### config.mk
export PLATFORM = sky130hd
export DESIGN_NAME = tick_scheduler_flat
export DESIGN_NICKNAME = d
export VERILOG_FILES = /design/src/rtl/tick_scheduler_if.sv /design/src/rtl/tick_scheduler.sv /design/src/flat_wrapper.sv
export SDC_FILE = /design/constraint.sdc
export NUM_CORES = 1
export LEC_CHECK = 0
export CORE_UTILIZATION = 56
export DETAILED_ROUTE_END_ITERATION = 7
export GPL_ROUTABILITY_DRIVEN = 0
export PLACE_DENSITY = 0.82
export SYNTH_ARGS = -nofsm -noshare
export SYNTH_HDL_FRONTEND = slang
export SYNTH_SLANG_ARGS = --single-unit
### constraint.sdc
create_clock -name clkI -period 4.2 [get_ports clkI]
set_input_delay 1.26 -clock clkI [delete_from_list [all_inputs] [get_ports clkI]]
set_output_delay 1.26 -clock clkI [all_outputs]
set_load 0.1 [all_outputs]
### src/rtl/tick_scheduler_if.sv
// Request/status bundle between the tick scheduler and its requesters.
// The reload vector exists only when TICK_SCHED_RELOAD_EN is defined.
interface tick_scheduler_if #(
  parameter int unsigned CH = 4,
  parameter int unsigned DW = 16
);
  logic [CH-1:0]    reqValid;
  logic [CH*DW-1:0] reqDelay;
  logic [CH-1:0]    reqReady;
  logic [CH-1:0]    cancel;
  logic [CH-1:0]    busy;
  logic [CH-1:0]    done;
  logic             tick;

`ifdef TICK_SCHED_RELOAD_EN
  logic [CH-1:0]    reload;

  modport master (
    output reqValid, reqDelay, cancel, reload,
    input  reqReady, busy, done, tick
  );

  modport slave (
    input  reqValid, reqDelay, cancel, reload,
    output reqReady, busy, done, tick
  );
`else
  modport master (
    output reqValid, reqDelay, cancel,
    input  reqReady, busy, done, tick
  );

  modport slave (
    input  reqValid, reqDelay, cancel,
    output reqReady, busy, done, tick
  );
`endif
endinterface

### src/rtl/tick_scheduler.sv
// Multi-channel countdown scheduler sharing one prescaler, with a round-robin load arbiter.
// Optional macro TICK_SCHED_RELOAD_EN adds per-channel auto-reload on expiry.
module tick_scheduler #(
  parameter int unsigned PRESCALE = 50_000,
  parameter int unsigned CH       = 4,
  parameter int unsigned DW       = 16
) (
  input  logic            clkI,
  input  logic            rstN,
  tick_scheduler_if.slave bus
);

  localparam int unsigned PW   = $clog2(PRESCALE + 1);
  localparam int unsigned PTRW = $clog2(CH);

  typedef enum logic {
    IDLE = 1'b0,
    RUN  = 1'b1
  } chState_t;

  chState_t        stateQ [CH];
  chState_t        stateD [CH];
  logic [DW-1:0]   cntQ   [CH];
  logic [DW-1:0]   cntD   [CH];
  logic [DW-1:0]   dlyQ   [CH];
  logic [DW-1:0]   dlyD   [CH];
  logic [CH-1:0]   doneQ;
  logic [CH-1:0]   doneD;
  logic [PTRW-1:0] ptrQ;
  logic [PTRW-1:0] ptrD;
  logic [PW-1:0]   preQ;
  logic [PW-1:0]   preD;
  logic            tickQ;

  logic [CH-1:0]   busyVec;
  logic [CH-1:0]   eligible;
  logic [CH-1:0]   grant;
  logic            grantValid;
  logic [PTRW-1:0] grantIdx;

  function automatic logic [PTRW-1:0] wrapIdx(input int unsigned base, input int unsigned off);
    return PTRW'((base + off) % CH);
  endfunction

  always_comb begin
    for (int unsigned i = 0; i < CH; i++) begin
      busyVec[i] = (stateQ[i] == RUN);
    end
  end

  assign eligible = bus.reqValid & ~busyVec & ~bus.cancel;

  // Round-robin pick: first eligible channel at or after ptrQ.
  always_comb begin
    grant      = '0;
    grantValid = 1'b0;
    grantIdx   = '0;
    for (int unsigned k = 0; k < CH; k++) begin
      if (!grantValid && eligible[wrapIdx(32'(ptrQ), k)]) begin
        grantValid = 1'b1;
        grantIdx   = wrapIdx(32'(ptrQ), k);
      end
    end
    if (grantValid) begin
      grant[grantIdx] = 1'b1;
    end
  end

  always_comb begin
    ptrD = ptrQ;
    if (grantValid) begin
      ptrD = (grantIdx == PTRW'(CH - 1)) ? '0 : grantIdx + PTRW'(1);
    end
  end

  // Prescaler restarts only when a load lands on a fully idle scheduler.
  always_comb begin
    preD = preQ + PW'(1);
    if (preQ == PW'(PRESCALE)) begin
      preD = PW'(1);
    end
    if ((|grant) && (busyVec == '0)) begin
      preD = PW'(1);
    end
  end

  // Per-channel next state: load, cancel, countdown and expiry.
  always_comb begin
    doneD = '0;
    for (int unsigned i = 0; i < CH; i++) begin
      stateD[i] = stateQ[i];
      cntD[i]   = cntQ[i];
      dlyD[i]   = dlyQ[i];
      case (stateQ[i])
        IDLE: begin
          if (grant[i]) begin
            if (bus.reqDelay[i*DW +: DW] == '0) begin
              doneD[i] = 1'b1;
            end else begin
              stateD[i] = RUN;
              cntD[i]   = bus.reqDelay[i*DW +: DW];
              dlyD[i]   = bus.reqDelay[i*DW +: DW];
            end
          end
        end
        RUN: begin
          if (bus.cancel[i]) begin
            stateD[i] = IDLE;
            cntD[i]   = '0;
          end else if (tickQ && (cntQ[i] != '0)) begin
            if (cntQ[i] == DW'(1)) begin
              doneD[i]  = 1'b1;
              stateD[i] = IDLE;
              cntD[i]   = '0;
`ifdef TICK_SCHED_RELOAD_EN
              if (bus.reload[i]) begin
                stateD[i] = RUN;
                cntD[i]   = dlyQ[i];
              end
`endif
            end else begin
              cntD[i] = cntQ[i] - DW'(1);
            end
          end
        end
        default: begin
          stateD[i] = IDLE;
        end
      endcase
    end
  end

  always_ff @(posedge clkI) begin
    if (!rstN) begin
      for (int unsigned i = 0; i < CH; i++) begin
        stateQ[i] <= IDLE;
        cntQ[i]   <= '0;
        dlyQ[i]   <= '0;
      end
      doneQ <= '0;
      ptrQ  <= '0;
      preQ  <= PW'(1);
      tickQ <= 1'b0;
    end else begin
      for (int unsigned i = 0; i < CH; i++) begin
        stateQ[i] <= stateD[i];
        cntQ[i]   <= cntD[i];
        dlyQ[i]   <= dlyD[i];
      end
      doneQ <= doneD;
      ptrQ  <= ptrD;
      preQ  <= preD;
      tickQ <= (preD == PW'(PRESCALE));
    end
  end

  assign bus.reqReady = grant;
  assign bus.busy     = busyVec;
  assign bus.done     = doneQ;
  assign bus.tick     = tickQ;

  // Grant must be at most one channel and only to an eligible one.
  a_grantOneHot : assert property (@(posedge clkI) disable iff (!rstN) $onehot0(grant));
  a_grantElig   : assert property (@(posedge clkI) disable iff (!rstN) (grant & ~eligible) == '0);

endmodule

### src/flat_wrapper.sv
// flat-port wrapper written by rule: the top's interface ports become plain ports
module tick_scheduler_flat 
#(
  parameter int unsigned PRESCALE = 50_000,
  parameter int unsigned CH       = 4,
  parameter int unsigned DW       = 16
)
  (clkI, rstN, bus_reqValid, bus_reqDelay, bus_cancel, bus_reqReady, bus_busy, bus_done, bus_tick);
  tick_scheduler_if #(.CH(CH), .DW(DW)) bus_i ();
  input  logic clkI;
  input  logic rstN;
  input wire logic [$bits(bus_i.reqValid)-1:0] bus_reqValid;
  input wire logic [$bits(bus_i.reqDelay)-1:0] bus_reqDelay;
  input wire logic [$bits(bus_i.cancel)-1:0] bus_cancel;
  output wire logic [$bits(bus_i.reqReady)-1:0] bus_reqReady;
  output wire logic [$bits(bus_i.busy)-1:0] bus_busy;
  output wire logic [$bits(bus_i.done)-1:0] bus_done;
  output wire logic [$bits(bus_i.tick)-1:0] bus_tick;
  assign bus_i.reqValid = bus_reqValid;
  assign bus_i.reqDelay = bus_reqDelay;
  assign bus_i.cancel = bus_cancel;
  assign bus_reqReady = bus_i.reqReady;
  assign bus_busy = bus_i.busy;
  assign bus_done = bus_i.done;
  assign bus_tick = bus_i.tick;
  tick_scheduler #(.PRESCALE(PRESCALE), .CH(CH), .DW(DW)) u_core (.clkI(clkI), .rstN(rstN), .bus(bus_i));
endmodule
==> results.sh, run 1 <==
export IMPL_status="finished clean"
export IMPL_fmax_mhz=240
export IMPL_cp_max_fo=3
export IMPL_period_minus_slack_ns=4.16
export IMPL_ys_seq_elements=91
export IMPL_num_antenna_cells=0
export IMPL_grt_pass1_vias=6261
export IMPL_cp_end_kind="output pin"
export IMPL_slew_headroom=0.110
export IMPL_crit_type="in -> out"
export IMPL_powerDensity_nw_per_um2=483
export IMPL_via_per_inst=6.54
export IMPL_synth_most_common_cell="nor2_1"
export IMPL_antenna_found_initial=0
export IMPL_p_leak_nw=2.76
export IMPL_final_util=0.714
export IMPL_tightest_slew_ns=1.33
export IMPL_num_rows=37
export IMPL_finalSetupViolCount=0
export IMPL_port_buffers=86
export IMPL_worstSkewPairLatency_ns=0.39
export IMPL_fin_ws_ns=0.0363
export IMPL_yosys_area_share_simple=0.309
export IMPL_design_area_sq_um=7470
export IMPL_synth_compound_area_frac=0.255
export IMPL_synth_ff_type="dfxtp_1"
export IMPL_async_reset_ff_frac=0
export IMPL_finalCritPeriodShare=0.991
export IMPL_die_h_um=107
export IMPL_dieWidth_um=107
export IMPL_synth_top_family_by_area="simple AND/OR/NAND/NOR gates"
export IMPL_cts_sinks=91
export IMPL_path_clk_slew_ns=0.08
export IMPL_totalWireLength_um=17900
export IMPL_synthesis_instances=807
export IMPL_hpwl_um=12600
export IMPL_seqCellArea_sq_um=1820
export IMPL_maxSlewViolCount=0
export IMPL_grt_max_degree=40
export IMPL_rsz0062_at_grt="no"
export IMPL_place_area_sq_um=7140
export IMPL_synth_fa_ha_area_frac=0.0326
export IMPL_min_path_type="reg -> reg"
export IMPL_post_place_ws_ns=-0.502
export IMPL_ys_top_cells_by_count="103 x nor2_1, 91 x dfxtp_1, 67 x a21oi_1"
export IMPL_ys_types=83
export IMPL_drive_above_1_share=0.116
export IMPL_yosys_warnings=0
export IMPL_cts_buffers=9
export IMPL_grt_first_pass_wirelength_um=29300
export IMPL_synth_top_area_frac=0.297
export IMPL_grt_use_total=0.319
export IMPL_grt_ovfl_total=0
export IMPL_fillCellCount=865
export IMPL_netlist_area_sq_um=6140
export IMPL_syn2layout_area_growth_pct=21.6
export IMPL_finalNetCount=976
export IMPL_final_antenna_net_count=0
export IMPL_first_pass_iters=7
export IMPL_cts_buffer_depth=2
export IMPL_initial_core_util=0.587
export IMPL_synth_edf_count=0
export IMPL_drt_iter0_markers=575
export IMPL_htreeDepth=3
export IMPL_holdWs_ns=0.468
export IMPL_maxCapViolations=0
export IMPL_finalSetupTns_ns=0
export IMPL_synth_mux_area_frac=0.00163
export IMPL_core_area_sq_um=10500
export IMPL_synth_area_leader_cell="dfxtp_1"
export IMPL_multi_input_area_sq_um=4070
export IMPL_cts_root_buffer="clkbuf_8"
export IMPL_synth_area_top_cells="dfxtp_1 30%, nor2_1 6.3%, a21oi_1 5.5%"
export IMPL_cp_required_ns=2.94
export IMPL_synth_area_per_cell_sq_um=7.61
export IMPL_cp_start_kind="primary input"
export IMPL_ios=87
export IMPL_drc=0
export IMPL_synth_xor_area_frac=0.0442
export IMPL_cts_tree="done"
export IMPL_arrival_ns=2.90
export IMPL_drt_wirelength_per_cell_um=17.5
export IMPL_ir_worst_vdd_v=0.000374
export IMPL_vias=6715
export IMPL_yosysSeqAreaShare=0.297
export IMPL_die_area_sq_um=11400
export IMPL_timing_final_hold_violations=0
export IMPL_syn_num_nets=897
export IMPL_clock_skew_ns=0.0122
==> final cells by class <==
class | instances | share of cell area
Multi-Input combinational cell | 633 | 0.545
Sequential cell | 91 | 0.244
Timing Repair Buffer | 119 | 0.149
Tap cell | 136 | 0.0228
Clock buffer | 14 | 0.0218
Inverter | 32 | 0.0164
Clock inverter | 1 | 0.00117
==> metal layers <==
| layer | routed length [um] | part of all wire | vias up | GRT usage |
|---|---|---|---|---|
| li1 | - | - | 3164 | - |
| met1 | 7400 | 0.41 | 3126 | 0.395 |
| met2 | 8450 | 0.47 | 361 | 0.529 |
| met3 | 1510 | 0.084 | 64 | 0.0638 |
| met4 | 581 | 0.032 | 0 | 0.150 |
| met5 | 0 | 0 | - | 0 |
==> worst max-delay path: stages <==
cell and delay (ns):
buf_2 0.10, nor3b_4 0.15, buf_4 0.15, or4_4 0.53
and2_4 0.18, inv_4 0.07, ha_4 0.12, and2_4 0.16
buf_12 0.17
==> power by group <==
group	total, mW	switching (mW)	internal (mW)
clock network	0.558	0.311	0.247
logic	1.89	1.15	0.742
registers	1.16	0.166	0.994
total	3.60	1.62	1.98
==> path summary, 6_finish.rpt <==
path	to	depth (start not counted)	startpoint	slack, ns
worst max register to register	u_core.cntQ[3][7]$_SDFFE_PN0P_	14	u_core.stateQ[0]$_DFF_P_	1.07
worst min register to register	u_core.cntQ[0][10]$_SDFFE_PN0P_	2	u_core.cntQ[0][10]$_SDFFE_PN0P_	0.47
worst min-delay path	u_core.cntQ[0][10]$_SDFFE_PN0P_	2	u_core.cntQ[0][10]$_SDFFE_PN0P_	0.47
worst max-delay path	bus_reqReady[0]	9	bus_reqValid[1]	0.04
==> per-stage QoR <==
stage	power (mW)	instances
after CTS	3.56	1026
after global placement	2.89	1003
after floorplan	2.49	807
after global routing	3.83	1026
final	3.60	1026
after detailed placement	2.95	1003
==> timing repair <==
action                                  4_1_cts  5_1_grt
resized for setup                            38       10
buffers inserted                              8        0
pin swaps                                     9        6
endpoints found under the setup margin        4        4
hold buffers                                  0        0
==> state kept, by name (all words and copies together), names as in the netlist <==
name / count
u_core.stateQ: 4
u_core.cntQ: 64
u_core.bus.tick: 1
u_core.ptrQ: 2
u_core.preQ: 16
u_core.bus.done: 4
==> cell usage in the layout, fill, tap and decap left out, types with 5 or more instances in the layout <==
master and n:
a211oi_1 16, a21oi_1 65, a221oi_1 6, a22o_1 5
a22oi_1 8, a31oi_1 7, a32o_1 5, and2_4 5
and3_1 6, buf_4 37, clkbuf_8 11, clkdlybuf4s50_1 70
dfxtp_1 91, ha_1 12, inv_1 27, nand2_1 58
nand2b_1 8, nand3_1 18, nand4_1 16, nand4b_1 5
nor2_1 102, nor2b_1 15, nor3_1 33, nor4_1 36
nor4b_1 5, o211ai_1 8, o21ai_0 36, o21ai_1 5
o21bai_1 5, o2bb2ai_1 5, o31ai_1 12, o32ai_1 7
o41ai_1 5, or3_1 5, xnor2_1 14, xor2_1 17
==> logic make-up after synthesis <==
family | after synthesis
muxes | 1
xor gates and xnor gates | 31
DFF | 91
adders and majority gates | 16
buffers and inverters | 83
AOI/OAI and AO/OA | 231
and+or+nand+nor | 354
Power figures use the tool's default switching activity.
==> run 2: changes to the inputs <==
Settings changed: CORE_UTILIZATION 56 to 45, PLACE_DENSITY 0.82 to 0.68.
==> run 2 against run 1 <==
  * Highest routed layer unchanged
  * Critical path depth rose by 1
  * The run now ends with setup timing left
  * Non-clock buffer count is 6 higher
  * Utilization down 13 points
  * Design area grew 3.4%
  * Critical endpoint is now bus_reqReady[2]
  * Largest cell class unchanged
  * Hold slack better by 0.0073 ns
  * First-iteration DRC count increased by 14%
  * Power increased by 6.7%
  * Combinational power increased by 2%
  * Register-to-register slack got worse by 0.17 ns
  * Via count shrank 0.80%
==> results.sh, run 2 (synthesis gave the netlist of run 1 again) <==
export IMPL_die_h_um=119
export IMPL_r2r_slack_ns=0.90
export IMPL_largest_reg_flops=64
export IMPL_period_minus_slack_ns=4.22
export IMPL_drt_wirelength_per_cell_um=17.6
export IMPL_arrival_ns=2.96
export IMPL_drive_above_1_share=0.125
export IMPL_num_antenna_cells=0
export IMPL_finalCritPeriodShare=1.00
export IMPL_drc=0
export IMPL_totalWireLength_um=18900
export IMPL_crit_chain="buf_6, nor3b_4, nor2b_1, nor2_1, o221a_2, and2_4, inv_4, ha_4, and2_4, buf_12"
export IMPL_hp_start="u_core.cntQ[0][10]$_SDFFE_PN0P_"
export IMPL_path_clk_slew_ns=0.06
export IMPL_num_rows=42
export IMPL_first_pass_iters=7
export IMPL_cp_start_kind="primary input"
export IMPL_worst_path_buf_inv=3
export IMPL_reg2reg_depth=14
export IMPL_dieWidth_um=119
export IMPL_dp_cells=1047
export IMPL_initial_core_util=0.462
export IMPL_via_per_inst=6.21
export IMPL_worstSkewPairLatency_ns=0.35
export IMPL_drt_iter0_markers=654
export IMPL_grt_pass1_vias=6319
export IMPL_powerDensity_nw_per_um2=499
export IMPL_antenna_found_initial=0
export IMPL_instances_no_fill=1073
export IMPL_crit_path_start="bus_cancel[1]"
export IMPL_violations="setup timing"
export IMPL_finalSetupViolCount=3
export IMPL_cts_tree="done"
export IMPL_core_area_sq_um=13300
export IMPL_cp_end_kind="output pin"
export IMPL_ir_worst_vdd_v=0.000305
export IMPL_fmax_mhz=237
export IMPL_critical_path_top_delay_family="simple AND/OR/NAND/NOR gates"
export IMPL_grt_first_pass_wirelength_um=30900
export IMPL_cts_root_buffer="clkbuf_16"
export IMPL_min_to="u_core.cntQ[0][10]$_SDFFE_PN0P_"
export IMPL_hpwl_um=13400
export IMPL_port_buffers=86
export IMPL_syn2layout_area_growth_pct=25.6
export IMPL_tightest_slew_ns=1.28
export IMPL_final_cell_mix="102 x nor2_1, 91 x dfxtp_1, 70 x clkdlybuf4s50_1"
export IMPL_cp_max_fo=5
export IMPL_fin_ws_ns=-0.0174
export IMPL_p_leak_nw=2.84
export IMPL_vias=6661
export IMPL_grt_use_total=0.270
export IMPL_die_area_sq_um=14100
export IMPL_maxSlewViolCount=0
export IMPL_crit_type="in -> out"
export IMPL_min_path_type="reg -> reg"
export IMPL_cts_sinks=91
export IMPL_holdWs_ns=0.475
export IMPL_slew_headroom=0.140
export IMPL_cp_required_ns=2.94
export IMPL_slowest_delay_ns=0.30
export IMPL_cts_buffer_depth=2
export IMPL_status="complete, but fails checks"
export IMPL_final_antenna_net_count=0
export IMPL_reg_top3="u_core.cntQ (64), u_core.preQ (16)"
export IMPL_slowest_stage="nor3b_4"
export IMPL_clock_skew_ns=0.00777
export IMPL_top_register="u_core.cntQ"
export IMPL_timing_final_hold_violations=0
export IMPL_htreeDepth=3
export IMPL_cts_buffers=9
export IMPL_grt_max_degree=40
export IMPL_timing_rr_end="u_core.cntQ[2][7]$_SDFFE_PN0P_"
export IMPL_r2r_start="u_core.stateQ[0]$_DFF_P_"
export IMPL_min_delay_path_depth=2
export IMPL_maxCapViolations=0
export IMPL_crit_top_cell="and2_4"
export IMPL_layout_commonest_cell="nor2_1"
export IMPL_finalNetCount=982
export IMPL_rsz0062_at_grt="no"
export IMPL_grt_ovfl_total=0
export IMPL_ios=87
==> run 2: cell count changes in the layout (fill, tap and decap cells not counted), sizes merged <==
cell / previous run / this run
buf: 44 / 51
clkinvlp: 0 / 3
dlygate4sd2: 3 / 0
clkbuf: 15 / 13
clkinv: 2 / 4
clkdlybuf4s15: 1 / 2
inv: 31 / 30
==> run 2: area by class of cell <==
type | instances | area (sq um)
Clock buffer | 11 | 233
Clock inverter | 5 | 40.0
Fill cell | 1190 | 5580
Inverter | 32 | 123
Multi-Input combinational cell | 633 | 4080
Sequential cell | 91 | 1820
Tap cell | 176 | 220
Timing Repair Buffer | 125 | 1200
==> run 2: worst min-delay path, delay by kind of cell (launching register included) <==
family	cells	cell delay (ns)
and+or+nand+nor	1	0.05
DFF	1	0.32
AOI/OAI and AO/OA	1	0.06
==> run 2: per-layer routing <==
layer	up-vias	global-route usage	part of all wire
met5	-	0	0
met2	314	0.454	0.47
met1	3100	0.338	0.42
met3	68	0.0532	0.069
li1	3179	-	-
met4	0	0.109	0.034
==> run 2: through the flow <==
step / instance area [sq um] / worst slack [ns] / util / total power [mW] / TNS [ns]
after floorplan: 6150 / 0.0158 / - / 2.49 / 0
after global placement: 7250 / -0.472 / 0.545 / 2.93 / -2.01
after detailed placement: 7250 / -0.501 / 0.545 / 2.98 / -3.96
after CTS: 7670 / 0.0106 / 0.577 / 3.80 / 0
after global routing: 7720 / 0.00420 / 0.581 / 4.09 / 0
final: 7720 / -0.0174 / 0.581 / 3.85 / -0.0350
==> run 2: worst max-delay path by stage <==
| stage | endpoint | slack, ns | cells after the start |
|---|---|---|---|
| floorplan | bus_reqReady[2] | 0.02 | 7 |
| global placement | bus_reqReady[3] | -0.47 | 9 |
| detailed placement | bus_reqReady[3] | -0.50 | 9 |
| CTS | bus_reqReady[2] | 0.01 | 9 |
| global route | bus_reqReady[2] | 0.004 | 9 |
| finish | bus_reqReady[2] | -0.02 | 10 |
==> run 2: what timing repair did <==
action                                 4_1_cts  5_1_grt
hold buffers                                 0        0
endpoints found under the hold margin        0        0
setup buffers                                7        4
setup endpoints to repair                    4        4
gates resized for setup                     46       15
pin swaps                                    9       12
==> run 2: where the power goes <==
group          internal [mW]  leakage, nW  switching [mW]
logic                  0.757         1.98            1.17
clock network          0.403        0.122           0.352
registers              0.995        0.742           0.168
total                   2.16         2.84            1.69
